**src/rtl/pipe_stage_reg_if.sv**
```systemverilog
// pipe_stage_reg_if: valid/ready stream carrying a control field and a data payload
//   valid  master->slave  entry present
//   ready  slave->master  receiver accepts this cycle
//   ctrl   master->slave  CTRL_W control bits
//   data   master->slave  DATA_W payload
interface pipe_stage_reg_if #(
    parameter int CTRL_W = 5,
    parameter int DATA_W = 102
);
    logic              valid;
    logic              ready;
    logic [CTRL_W-1:0] ctrl;
    logic [DATA_W-1:0] data;
    modport master (output valid, ctrl, data, input ready);
    modport slave  (input valid, ctrl, data, output ready);
endinterface

```
**src/rtl/pipe_stage_reg.sv**
```systemverilog
// pipe_stage_reg: parametrised inter-stage pipeline register with flow control, flush and optional skid
//   clock      rising-edge clock
//   reset      asynchronous active-high, clears all state
//   flush      squash every held entry (and any same-cycle accept) at the next edge
//   up         slave stream from the upstream stage (in_valid/in_ready/in_ctrl/in_data)
//   dn         master stream to the downstream stage (out_valid/out_ready/out_ctrl/out_data)
//   occupancy  entries held: 0..1, or 0..2 with the skid entry
// Build option PIPE_STAGE_SKID_EN adds a second (skid) entry so in_ready is registered.
module pipe_stage_reg #(
    parameter int CTRL_W = 5,
    parameter int DATA_W = 102
) (
    input  logic                   clock,
    input  logic                   reset,
    input  logic                   flush,
    pipe_stage_reg_if.slave        up,
    pipe_stage_reg_if.master       dn,
    output logic [1:0]             occupancy
);
    typedef enum logic [1:0] {EMPTY = 2'd0, FULL = 2'd1, SKID = 2'd2} state_t;
    state_t            state, state_nx;
    logic [CTRL_W-1:0] m_ctrl;
    logic [DATA_W-1:0] m_data;
    logic              acc, con, load_main;
`ifdef PIPE_STAGE_SKID_EN
    logic [CTRL_W-1:0] s_ctrl;
    logic [DATA_W-1:0] s_data;
    logic              load_skid, move_skid;
    // registered: only the skid entry being full blocks upstream
    assign up.ready = state != SKID;
`else
    assign up.ready = state == EMPTY || dn.ready;
`endif
    assign acc       = up.valid & up.ready;
    assign con       = dn.valid & dn.ready;
    assign dn.valid  = state != EMPTY;
    assign dn.ctrl   = dn.valid ? m_ctrl : '0;
    assign dn.data   = m_data;
    assign occupancy = state;
    always_comb begin
        state_nx  = state;
        load_main = 1'b0;
`ifdef PIPE_STAGE_SKID_EN
        load_skid = 1'b0;
        move_skid = 1'b0;
`endif
        case (state)
            EMPTY: begin
                load_main = acc;
                state_nx  = acc ? FULL : EMPTY;
            end
            FULL: begin
`ifdef PIPE_STAGE_SKID_EN
                // downstream stall seen one cycle late: park the new entry in the skid
                load_main = acc & con;
                load_skid = acc & ~con;
                state_nx  = load_skid ? SKID : (con & ~acc) ? EMPTY : FULL;
`else
                load_main = acc;
                state_nx  = (con & ~acc) ? EMPTY : FULL;
`endif
            end
`ifdef PIPE_STAGE_SKID_EN
            SKID: begin
                move_skid = con;
                state_nx  = con ? FULL : SKID;
            end
`endif
            default: state_nx = EMPTY;
        endcase
        if (flush) state_nx = EMPTY;
    end
    always_ff @(posedge clock or posedge reset) begin
        if (reset) state <= EMPTY;
        else       state <= state_nx;
    end
    always_ff @(posedge clock or posedge reset) begin
        if (reset) begin
            m_ctrl <= '0;
            m_data <= '0;
`ifdef PIPE_STAGE_SKID_EN
            s_ctrl <= '0;
            s_data <= '0;
`endif
        end else if (flush) begin
`ifdef PIPE_STAGE_SKID_EN
            s_ctrl <= '0;
            s_data <= '0;
`endif
        end else begin
            if (load_main) begin
                m_ctrl <= up.ctrl;
                m_data <= up.data;
            end
`ifdef PIPE_STAGE_SKID_EN
            else if (move_skid) begin
                m_ctrl <= s_ctrl;
                m_data <= s_data;
            end
            if (load_skid) begin
                s_ctrl <= up.ctrl;
                s_data <= up.data;
            end
`endif
        end
    end
endmodule

```
**src/flat_wrapper.sv**
```systemverilog
// flat-port wrapper written by rule: the top's interface ports become plain ports
module pipe_stage_reg_flat 
#(
    parameter int CTRL_W = 5,
    parameter int DATA_W = 102
)
  (clock, reset, flush, occupancy, up_valid, up_ctrl, up_data, up_ready, dn_valid, dn_ctrl, dn_data, dn_ready);
  pipe_stage_reg_if #(.CTRL_W(CTRL_W), .DATA_W(DATA_W)) up_i ();
  pipe_stage_reg_if #(.CTRL_W(CTRL_W), .DATA_W(DATA_W)) dn_i ();
  input  logic clock;
  input  logic reset;
  input  logic flush;
  output logic [1:0] occupancy;
  input wire logic [$bits(up_i.valid)-1:0] up_valid;
  input wire logic [$bits(up_i.ctrl)-1:0] up_ctrl;
  input wire logic [$bits(up_i.data)-1:0] up_data;
  output wire logic [$bits(up_i.ready)-1:0] up_ready;
  output wire logic [$bits(dn_i.valid)-1:0] dn_valid;
  output wire logic [$bits(dn_i.ctrl)-1:0] dn_ctrl;
  output wire logic [$bits(dn_i.data)-1:0] dn_data;
  input wire logic [$bits(dn_i.ready)-1:0] dn_ready;
  assign up_i.valid = up_valid;
  assign up_i.ctrl = up_ctrl;
  assign up_i.data = up_data;
  assign up_ready = up_i.ready;
  assign dn_valid = dn_i.valid;
  assign dn_ctrl = dn_i.ctrl;
  assign dn_data = dn_i.data;
  assign dn_i.ready = dn_ready;
  pipe_stage_reg #(.CTRL_W(CTRL_W), .DATA_W(DATA_W)) u_core (.clock(clock), .reset(reset), .flush(flush), .up(up_i), .dn(dn_i), .occupancy(occupancy));
endmodule
```
**config.mk**
```make
export PLATFORM = sky130hd
export DESIGN_NAME = pipe_stage_reg_flat
export DESIGN_NICKNAME = d
export VERILOG_FILES = /design/src/rtl/pipe_stage_reg_if.sv /design/src/rtl/pipe_stage_reg.sv /design/src/flat_wrapper.sv
export SDC_FILE = /design/constraint.sdc
export NUM_CORES = 1
export LEC_CHECK = 0
export ABC_AREA = 1
export BUFFER_PORTS_ARGS = -buffer_cell sky130_fd_sc_hd__buf_2
export CORE_MARGIN = 2
export CORE_UTILIZATION = 49
export CTS_CLUSTER_SIZE = 10
export DETAILED_ROUTE_END_ITERATION = 16
export GPL_ROUTABILITY_DRIVEN = 0
export GPL_TIMING_DRIVEN = 0
export PLACE_DENSITY = 0.95
export SYNTH_ARGS = -nofsm -noshare
export SYNTH_HDL_FRONTEND = slang
export SYNTH_SLANG_ARGS = --single-unit
```
**constraint.sdc**
```tcl
create_clock -name clock -period 6.9 [get_ports clock]
set_input_delay 1.035 -clock clock [delete_from_list [all_inputs] [get_ports clock]]
set_output_delay 1.035 -clock clock [all_outputs]
set_load 0.02 [all_outputs]
```
* Word level (Yosys, flattened, before mapping)
Cells that the tools add are included.
Storage, ports and cells: flip-flop bits (word level) 109
Cells by class: bitwise operators 5, reductions and logical operators 5, muxes and demuxes 6, equal/unequal tests 1
Operator list (count):
- 2-to-1 mux 5 bit | 1
- case mux 2 bit (2 select lines) | 1
- bitwise AND 1 bit | 3
- 2-to-1 mux 1 bit | 3
- equality test 2 x 1 -> 1 bit (second input constant) | 1
- zero test 2 bit | 1
- 2-to-1 mux 2 bit | 1
- inverter 1 bit | 2
- AND reduction 2 bit | 1
- nonzero test 2 bit | 1
- OR reduction 2 bit | 1
- logical OR 1 bit | 1

* Depth between registers and ports, before layout
Gate-level depths: netlist (run 1).
depth after elaboration 8, depth in mapped cells 7, mapped depth without buffers 5

* Worst setup path before layout (run 1)
Ideal clock, no wire load.
path type input to output, from input port dn_ready, to output port up_ready, data required time 5.865 ns, stages 4, path slack 4.327 ns, arrival 1.538 ns, path buffers 2, cell sequence inv_1 -> nand2_1 -> buf_2 -> buf_2
On the way: cells in the longest elaborated chain, start to end 1
Ends and longest elaborated chain:
- from (decl) | line flat_wrapper.sv:21 | input wire logic [$bits(dn_i.ready)-1:0] dn_ready;
- logical OR 1 bit | line pipe_stage_reg.sv:32 | assign up.ready = state == EMPTY || dn.ready;
- to (decl) | line flat_wrapper.sv:17 | output wire logic [$bits(up_i.ready)-1:0] up_ready;
Every way passes these cells.

* Final worst setup path (run 1)
Same ends and word-level chain as after synthesis.

==> flow_metrics.tcl, run 1 <==
set metrics [dict create \
    drt_iter0_drc 145 \
    power.density_nw_per_um2 265 \
    worstSetupPathType "in2out" \
    syn_area_per_cell_um2 8.96 \
    min_period_ns 2.99 \
    diodes 0 \
    final_cell_mix "buf_2, nand2_1, dfrtp_1" \
    seq_area_frac_synth_pct 62.5 \
    postCtsHoldBufs 0 \
    pwr-share-comb_pct 25.5 \
    grt_pass1_wl_um 19200 \
    final_net_count 828 \
    start_util_pct 50.1 \
    fmax_mhz 334 \
    skew_ns 0.0213 \
    die_h_um 98.0 \
    path_cells "buf_2 -> inv_1 -> nand2_1 -> buf_2 -> buf_2 -> buf_2" \
    h-tree-depth 3 \
    post_cts_resized 0 \
    boundaryPins 223 \
    setup_violations 0 \
    antenna_left 0 \
    overflow 0 \
    netlist_top_cells_area "dfrtp_1, nand2_1, nand3_1" \
    synth_seq_cells 108 \
    grt_pass1_vias 4066 \
    drv_slew 0 \
    cts_tree "done" \
    slowest_delay_ns 0.27 \
    post_drt_wl_per_cell_um 13.8 \
    critPathRequiredTime_ns 5.86 \
    die_area_um2 9600 \
    crit_top_cell "buf_2" \
    drv_cap 0 \
    ys_types 13 \
    netlist_instances 483 \
    clk_latency_ns 0.35 \
    finalWirelength_um 11400 \
    synth_area_um2 4330 \
    hold_viol 0 \
    cts_setup_buffers 0 \
    grt_max_degree 59 \
    seq_power_share_pct 50.5 \
    vias 4089 \
    period_share_pct 43.4 \
    worst-path-buf-inv 5 \
    switching_share_pct 33.2 \
    cp_max_fo 10 \
    cts_buffers 9 \
    cts.sinks 108 \
    critPathCaptureType "primary output" \
    hp-class "reg2reg" \
    arrival_ns 1.96 \
    totalPowerFinal_mw 1.53 \
    cts-root-buf "clkbuf_8" \
    num_rows 34 \
    tightest_slew_ns 0.651 \
    drt_first_pass_iters 4 \
    ir_drop_v 0.000144 \
    grt_use_total_pct 24.6 \
    synthToLayoutAreaGrowth_pct 33.5 \
    setup-tns-final_ns 0 \
    cp_slowest_cell "buf_2" \
    drive_above_1_share_pct 37.1 \
    port_buffers 221 \
    cp-start-kind "primary input" \
    ys_warn_count 0 \
    slew_headroom_pct 56.6 \
    p_leak_nw 3.46 \
    syn-num-nets 595 \
    p_int_mw 1.02 \
    cpLargestDelayFamily "buffers and inverters" \
    path_clk_slew_ns 0.08 \
    yosysTopAreaCell "dfrtp_1" \
    outcome "complete, no violations" \
    p_sw_uw 507 \
    antenna_found_initial 0 \
    core_um2 8640 \
    avgViaCountPerCell 4.94 \
    fp.dieW_um 98.0 \
    clkPwrFrac_pct 24.0 \
    final_common_cell "buf_2" \
    drcViolationCount 0 \
    hpwl_um 8700 \
    clockBufferDepth 2 \
    grt_setup_unrepaired "no" \
    synth.top_cell.area_share_pct 62.5 \
]
==> stage by stage <==
step | hold WS, ns | cell area, µm² | worst slack, ns | std cells | utilization [%]
floorplan | 0.442 | 4330 | 3.02 | 483 | -
global placement | 0.448 | 5570 | 1.97 | 812 | 64.5
detailed placement | 0.454 | 5600 | 3.89 | 813 | 64.8
CTS | 0.476 | 5780 | 3.89 | 827 | 66.9
global route | 0.500 | 5780 | 3.80 | 827 | 66.9
finish | 0.475 | 5780 | 3.91 | 827 | 66.9
==> area by class of cell <==
type | count | area [µm²]
fillers | 724 | 2860
flip-flops and latches | 108 | 2700
multi-input cells | 331 | 1390
repair buffers | 222 | 1130
plain buffers | 36 | 206
well taps | 108 | 135
clock buffers | 10 | 128
clock inverters | 4 | 52.6
inverters | 8 | 32.5
==> tightest hold or removal path: stages, from the launching register on <==
cell	delay, ns
dfrtp_1	0.35
nand2_1	0.05
nand2_1	0.05
==> registers in the layout, indices dropped and copies added, names as in the netlist <==
name,flops
u_core.m_ctrl,5
u_core.dn.data,102
u_core.occupancy,1
==> cells in the mapped netlist, drive strengths merged <==
cell / instances
inv: 8
buf: 31
clkbuf: 5
nor2: 1
nand3: 107
nand2: 221
a21oi: 1
dfrtp: 108
conb: 1
==> path summary, 6_finish.rpt <==
path,from,end,slack [ns],cells after the start
max,dn_ready,up_ready,3.91,6
min,u_core.dn.data[48],u_core.dn.data[48],0.48,2
max reg2reg,u_core.occupancy[0],u_core.dn.data[46],5.42,6
min reg2reg,u_core.dn.data[48],u_core.dn.data[48],0.48,2
max in group asynchronous,reset,u_core.dn.data[65],5.43,3
min in group asynchronous,reset,u_core.dn.data[13],0.76,2
==> power by group through the flow <==
| stage | clock network (mW) | registers [mW] | logic, mW |
|---|---|---|---|
| after floorplan | 0 | 0.892 | 0.119 |
| after global routing | 0.402 | 0.784 | 0.429 |
| after detailed placement | 0 | 0.783 | 0.395 |
| final | 0.367 | 0.772 | 0.390 |
| after CTS | 0.374 | 0.773 | 0.395 |
| after global placement | 0 | 0.779 | 0.381 |
==> routing by layer <==
metal	vias up	track usage, %	share of wire, %
met5	-	0	0
met4	0	6.20	1.5
met3	16	6.01	7.3
met2	154	41.6	51
met1	1927	32.1	41
li1	1992	-	-
==> cells by family after synthesis <==
family	Yosys count	share of synthesized area (%)
flops	108	62.5
simple gates	329	31.9
other cells	1	0.0867
compound gates	1	0.116
buf+inv	44	5.47
Note: power is estimated with default switching activity, not from simulation.
==> run 2, diff against run 1 <==
ABC_AREA = 0   (was 1)
CORE_UTILIZATION = 41   (was 49)
PLACE_DENSITY = 0.86   (was 0.95)
clock period = 2.58 ns   (was 6.9 ns; I/O delays follow)
==> flow_metrics.tcl, run 2 <==
set metrics [dict create \
    synthSimpleGateAreaFrac_pct 1.53 \
    synth_edf_count 0 \
    cts_tree "done" \
    syn-num-nets 353 \
    clockBufferDepth 2 \
    rr_endpoint "u_core.dn.data[57]" \
    arrival_ns 1.97 \
    clk_latency_ns 0.35 \
    antenna_found_initial 0 \
    grt_max_degree 48 \
    final_cells 616 \
    power.density_nw_per_um2 759 \
    multi_input_area_um2 1390 \
    start_util_pct 41.7 \
    cts_setup_buffers 0 \
    postCtsHoldBufs 0 \
    endpoint "u_core.dn.data[57]" \
    drcViolationCount 0 \
    ys_top_cells_by_count "dfrtp_1, mux2_2, mux2_4, buf_4, and2_1" \
    seq_area_frac_synth_pct 63.6 \
    setup-tns-final_ns 0 \
    drv_slew 0 \
    grt_use_total_pct 16.8 \
    largest_reg_flops 102 \
    asyncSetResetFlopFracSynth_pct 100 \
    slowest_delay_ns 0.48 \
    netlist_top_cells_area "dfrtp_1, mux2_2, mux2_4" \
    drt_first_pass_iters 4 \
    cp_max_fo 10 \
    hpwl_um 7130 \
    drt_iter0_drc 82 \
    ys_types 13 \
    final_net_count 587 \
    yosysTopAreaCell "dfrtp_1" \
    synthMostInstantiatedCell "dfrtp_1" \
    synth_compound_area_share_pct 0 \
    synthXorXnorAreaFrac_pct 0 \
    outcome "complete, no violations" \
    ir_drop_v 0.000405 \
    startpoint "u_core.occupancy[0]" \
    antenna_left 0 \
    boundaryPins 223 \
    synth_top_family_by_area "multiplexers" \
    grt_pass1_wl_um 14800 \
    fmax_mhz 575 \
    setup_violations 0 \
    post_cts_resized 0 \
    drive_above_1_share_pct 74.8 \
    cp_slowest_cell "dfrtp_1" \
    critPathRequiredTime_ns 2.81 \
    rr_worst_depth 6 \
    ys_warn_count 0 \
    core_um2 10200 \
    cts-root-buf "clkbuf_8" \
    seq_area_um2 2700 \
    die_area_um2 11200 \
    synthToLayoutAreaGrowth_pct 35.7 \
    worstSetupPathType "reg2reg" \
    fillCellCount 856 \
    period_share_pct 67.4 \
    r2r_start "u_core.occupancy[0]" \
    cp-start-kind "register" \
    grt_pass1_vias 3069 \
    num_rows 37 \
    cts_buffers 9 \
    drv_cap 0 \
    avgViaCountPerCell 4.62 \
    synth.top_cell.area_share_pct 63.6 \
    grt_setup_unrepaired "no" \
    synthFlopType "dfrtp_1" \
    hold_viol 0 \
    skew_ns 0.00792 \
    diodes 0 \
    p_leak_nw 2.90 \
    cts.sinks 108 \
    finalWirelength_um 9370 \
    netlist_instances 241 \
    r2r_slack_ns 0.84 \
    path_clk_slew_ns 0.09 \
    synth.area.mux_share_pct 31.0 \
    vias 2845 \
    min_period_ns 1.74 \
    hp-class "in2async" \
    h-tree-depth 3 \
    port_buffers 221 \
    final_common_cell "buf_2" \
    overflow 0 \
    fp.dieW_um 106 \
    synth_fa_ha_area_share_pct 0 \
    final_cell_mix "buf_2, dfrtp_1, mux2_2" \
    synth_seq_cells 108 \
    dp_cells 600 \
    path_cells "nor2b_4 -> nor3b_2 -> buf_6 -> buf_8 -> buf_12 -> mux2_4" \
    synth_area_um2 4250 \
    critPathCaptureType "register" \
    die_h_um 106 \
    syn_area_per_cell_um2 17.6 \
    post_drt_wl_per_cell_um 15.2 \
]
-- run 2: cell type report --
class	instances	area share [%]
clock inverter	1	0.521
clock buffer	15	2.89
tap	136	2.95
inverter	2	0.195
timing repair buffer	223	19.9
sequential	108	46.9
buffer	14	2.67
multi-input combinational	117	24.0
-- run 2: routing by layer --
metal	vias up	part of all wire (%)	track usage [%]	wire length, µm
li1	1300	-	-	-
met1	1415	40	19.5	3710
met2	118	52	29.8	4890
met3	12	6.8	4.95	639
met4	0	1.3	5.36	125
met5	-	0	0	0
-- run 2: power by group --
part	switching, mW	internal (mW)
registers	0.146	1.98
clock network	0.529	0.506
logic	0.658	0.563
total	1.33	3.05
-- run 2: worst min-delay path by stage --
stage	start	to	slack [ns]	cells past startpoint
2_1_floorplan	flush	u_core.occupancy[0]	0.45	1
3_3_place_gp	u_core.m_ctrl[0]	u_core.m_ctrl[0]	0.48	1
3_5_place_dp	reset	u_core.dn.data[13]	0.42	2
4_1_cts	reset	u_core.dn.data[13]	0.02	2
5_1_grt	reset	u_core.dn.data[13]	0.04	2
6_report	reset	u_core.dn.data[13]	0.03	2
-- run 2: through the flow --
stage                     cell area, µm²  hold slack (ns)  power [mW]  utilization (%)  worst slack, ns
after global routing                5770           0.0442        4.59             56.6            0.724
after floorplan                     4250            0.453        2.92                -            0.891
final                               5770           0.0342        4.38             56.6            0.842
after CTS                           5770           0.0238        4.44             56.6            0.815
after detailed placement            5570            0.424        3.39             54.7            0.837
after global placement              5530            0.484        3.34             54.3            0.339
-- run 2: cell families (layout without fill, tap and decap cells) --
group,after synthesis,in the layout
flip-flops,108,108
AND/OR/NAND/NOR,9,9
other,1,1
multiplexers,107,107
buffers and inverters,16,255
-- run 2: worst max-delay path: cells and delay by family, from the launching register on --
family | cells | cell delay (ns)
flip-flops | 1 | 0.48
AND/OR/NAND/NOR | 2 | 0.35
multiplexers | 1 | 0.30
buffers and inverters | 3 | 0.50
==> run 3, diff against run 2 <==
CORE_UTILIZATION = 45   (was 41)
PLACE_DENSITY = 0.89   (was 0.86)
clock period = 1.6 ns   (was 2.58 ns; I/O delays follow)
==> flow_metrics.tcl, run 3 (synthesized netlist as in run 2, its figures left out) <==
set metrics [dict create \
    outcome "finished, violations left" \
    violations "negative setup slack" \
    die_h_um 101 \
    start_util_pct 46.2 \
    cpLargestDelayFamily "buffers and inverters" \
    fin_util_pct 63.0 \
    grtUsageMet3_pct 6.56 \
    cp-start-kind "register" \
    post_drt_wl_per_cell_um 16.0 \
    r2r_start "u_core.occupancy[0]" \
    antenna_found_initial 0 \
    cts.sinks 108 \
    hp-class "in2reg" \
    cp_slowest_cell "dfrtp_2" \
    core_um2 9200 \
    grt_pass1_vias 3043 \
    final_cell_mix "buf_2, dfrtp_1, mux2_2" \
    h-tree-depth 3 \
    period_share_pct 101 \
    boundaryPins 223 \
    path_cells "nor2b_4 -> nor3b_2 -> buf_6 -> bufbuf_16 -> mux2_2" \
    synthToLayoutAreaGrowth_pct 36.2 \
    drv_slew 0 \
    tightest_slew_ns 0.593 \
    final_common_cell "buf_2" \
    grt_use_met2_pct 33.4 \
    drt_first_pass_iters 4 \
    p_leak_nw 2.92 \
    avgViaCountPerCell 4.81 \
    startpoint "u_core.occupancy[0]" \
    clk_latency_ns 0.35 \
    path_clk_slew_ns 0.10 \
    min_period_ns 1.62 \
    grt_use_total_pct 18.0 \
    grt_setup_unrepaired "yes" \
    skew_ns 0.00830 \
    slowest_delay_ns 0.43 \
    grt-busiest-layer "met2" \
    cts_buffers 9 \
    dp_cells 575 \
    die_area_um2 10200 \
    arrival_ns 1.85 \
    fmax_mhz 618 \
    port_buffers 221 \
    diodes 0 \
    grt_pass1_wl_um 14200 \
    fp.dieW_um 101 \
    final_net_count 591 \
    finalWirelength_um 9540 \
    largest_reg_flops 102 \
    hold_viol 0 \
    met1_usage_pct 18.9 \
    setup_violations 27 \
    num_rows 35 \
    critPathCaptureType "register" \
    grt_max_degree 46 \
    vias 2860 \
    power.density_nw_per_um2 1200 \
    slew_headroom_pct 60.4 \
    final_cells 595 \
    cts-root-buf "clkbuf_8" \
    min_from "flush" \
    cts_tree "done" \
    worst-path-buf-inv 2 \
    setup_ws_ns -0.0189 \
    drive_above_1_share_pct 75.6 \
    drv_cap 0 \
    post-place-ws_ns -0.135 \
    overflow 0 \
    critPathRequiredTime_ns 1.84 \
    clockBufferDepth 2 \
    cp_max_fo 9 \
    hpwl_um 7420 \
    antenna_left 0 \
    worstSetupPathType "reg2reg" \
    ir_drop_v 0.000717 \
    drcViolationCount 0 \
    drt_iter0_drc 30 \
    holdWs_ns 0.0549 \
]
==> run 3: area by class of cell <==
class | instances | area (µm²)
tap | 111 | 139
timing repair buffer | 227 | 1200
sequential | 108 | 2700
inverter | 2 | 11.3
multi-input combinational | 117 | 1390
clock inverter | 4 | 32.5
fill | 721 | 3410
clock buffer | 12 | 155
buffer | 14 | 159
==> run 3: worst paths after layout <==
kind,end,slack (ns),depth (start not counted)
max,u_core.dn.data[32],-0.02,5
min,u_core.occupancy[0],0.05,2
max reg2reg,u_core.dn.data[32],-0.02,5
min reg2reg,u_core.dn.data[30],0.51,1
max in group asynchronous,u_core.occupancy[0],0.49,4
min in group asynchronous,u_core.dn.data[35],0.50,3
==> run 3: where the power goes <==
group	total [mW]	switching, mW	leakage [nW]	internal, mW
Sequential	3.43	0.235	1.27	3.19
Clock	1.55	0.884	0.0892	0.662
Combinational	1.99	1.07	1.56	0.925
==> run 3: metal layers <==
metal / share of wire (%) / vias to the layer above / wire (µm)
met3: 7.5 / 19 / 716
met1: 36 / 1412 / 3470
li1: - / 1304 / -
met4: 1.9 / 0 / 179
met5: 0 / - / 0
met2: 54 / 125 / 5170
==> run 3: worst register-to-register path: stages, from the launching register on <==
cell       delay (ns)
dfrtp_2          0.43
nor2b_4          0.14
nor3b_2          0.17
buf_6            0.18
bufbuf_16        0.27
mux2_2           0.33
==> run 3: per-stage QoR <==
step | setup TNS [ns] | instance area [µm²] | power, mW
global placement | -59.79 | 5500 | 5.38
CTS | -1.33 | 5790 | 7.07
finish | -0.150 | 5790 | 6.97
global route | -4.86 | 5790 | 7.31
detailed placement | -7.24 | 5540 | 5.48
floorplan | -1.39 | 4250 | 4.70
==> run 3: timing repair <==
item / 4_1_cts / 5_1_grt
setup buffers: 2 / 0
cloned: 1 / 0
pin swaps: 0 / 0
hold buffers: 1 / 0
gates resized for setup: 2 / 0
endpoints found under the hold margin: 24 / 0
setup endpoints to repair: 107 / 106
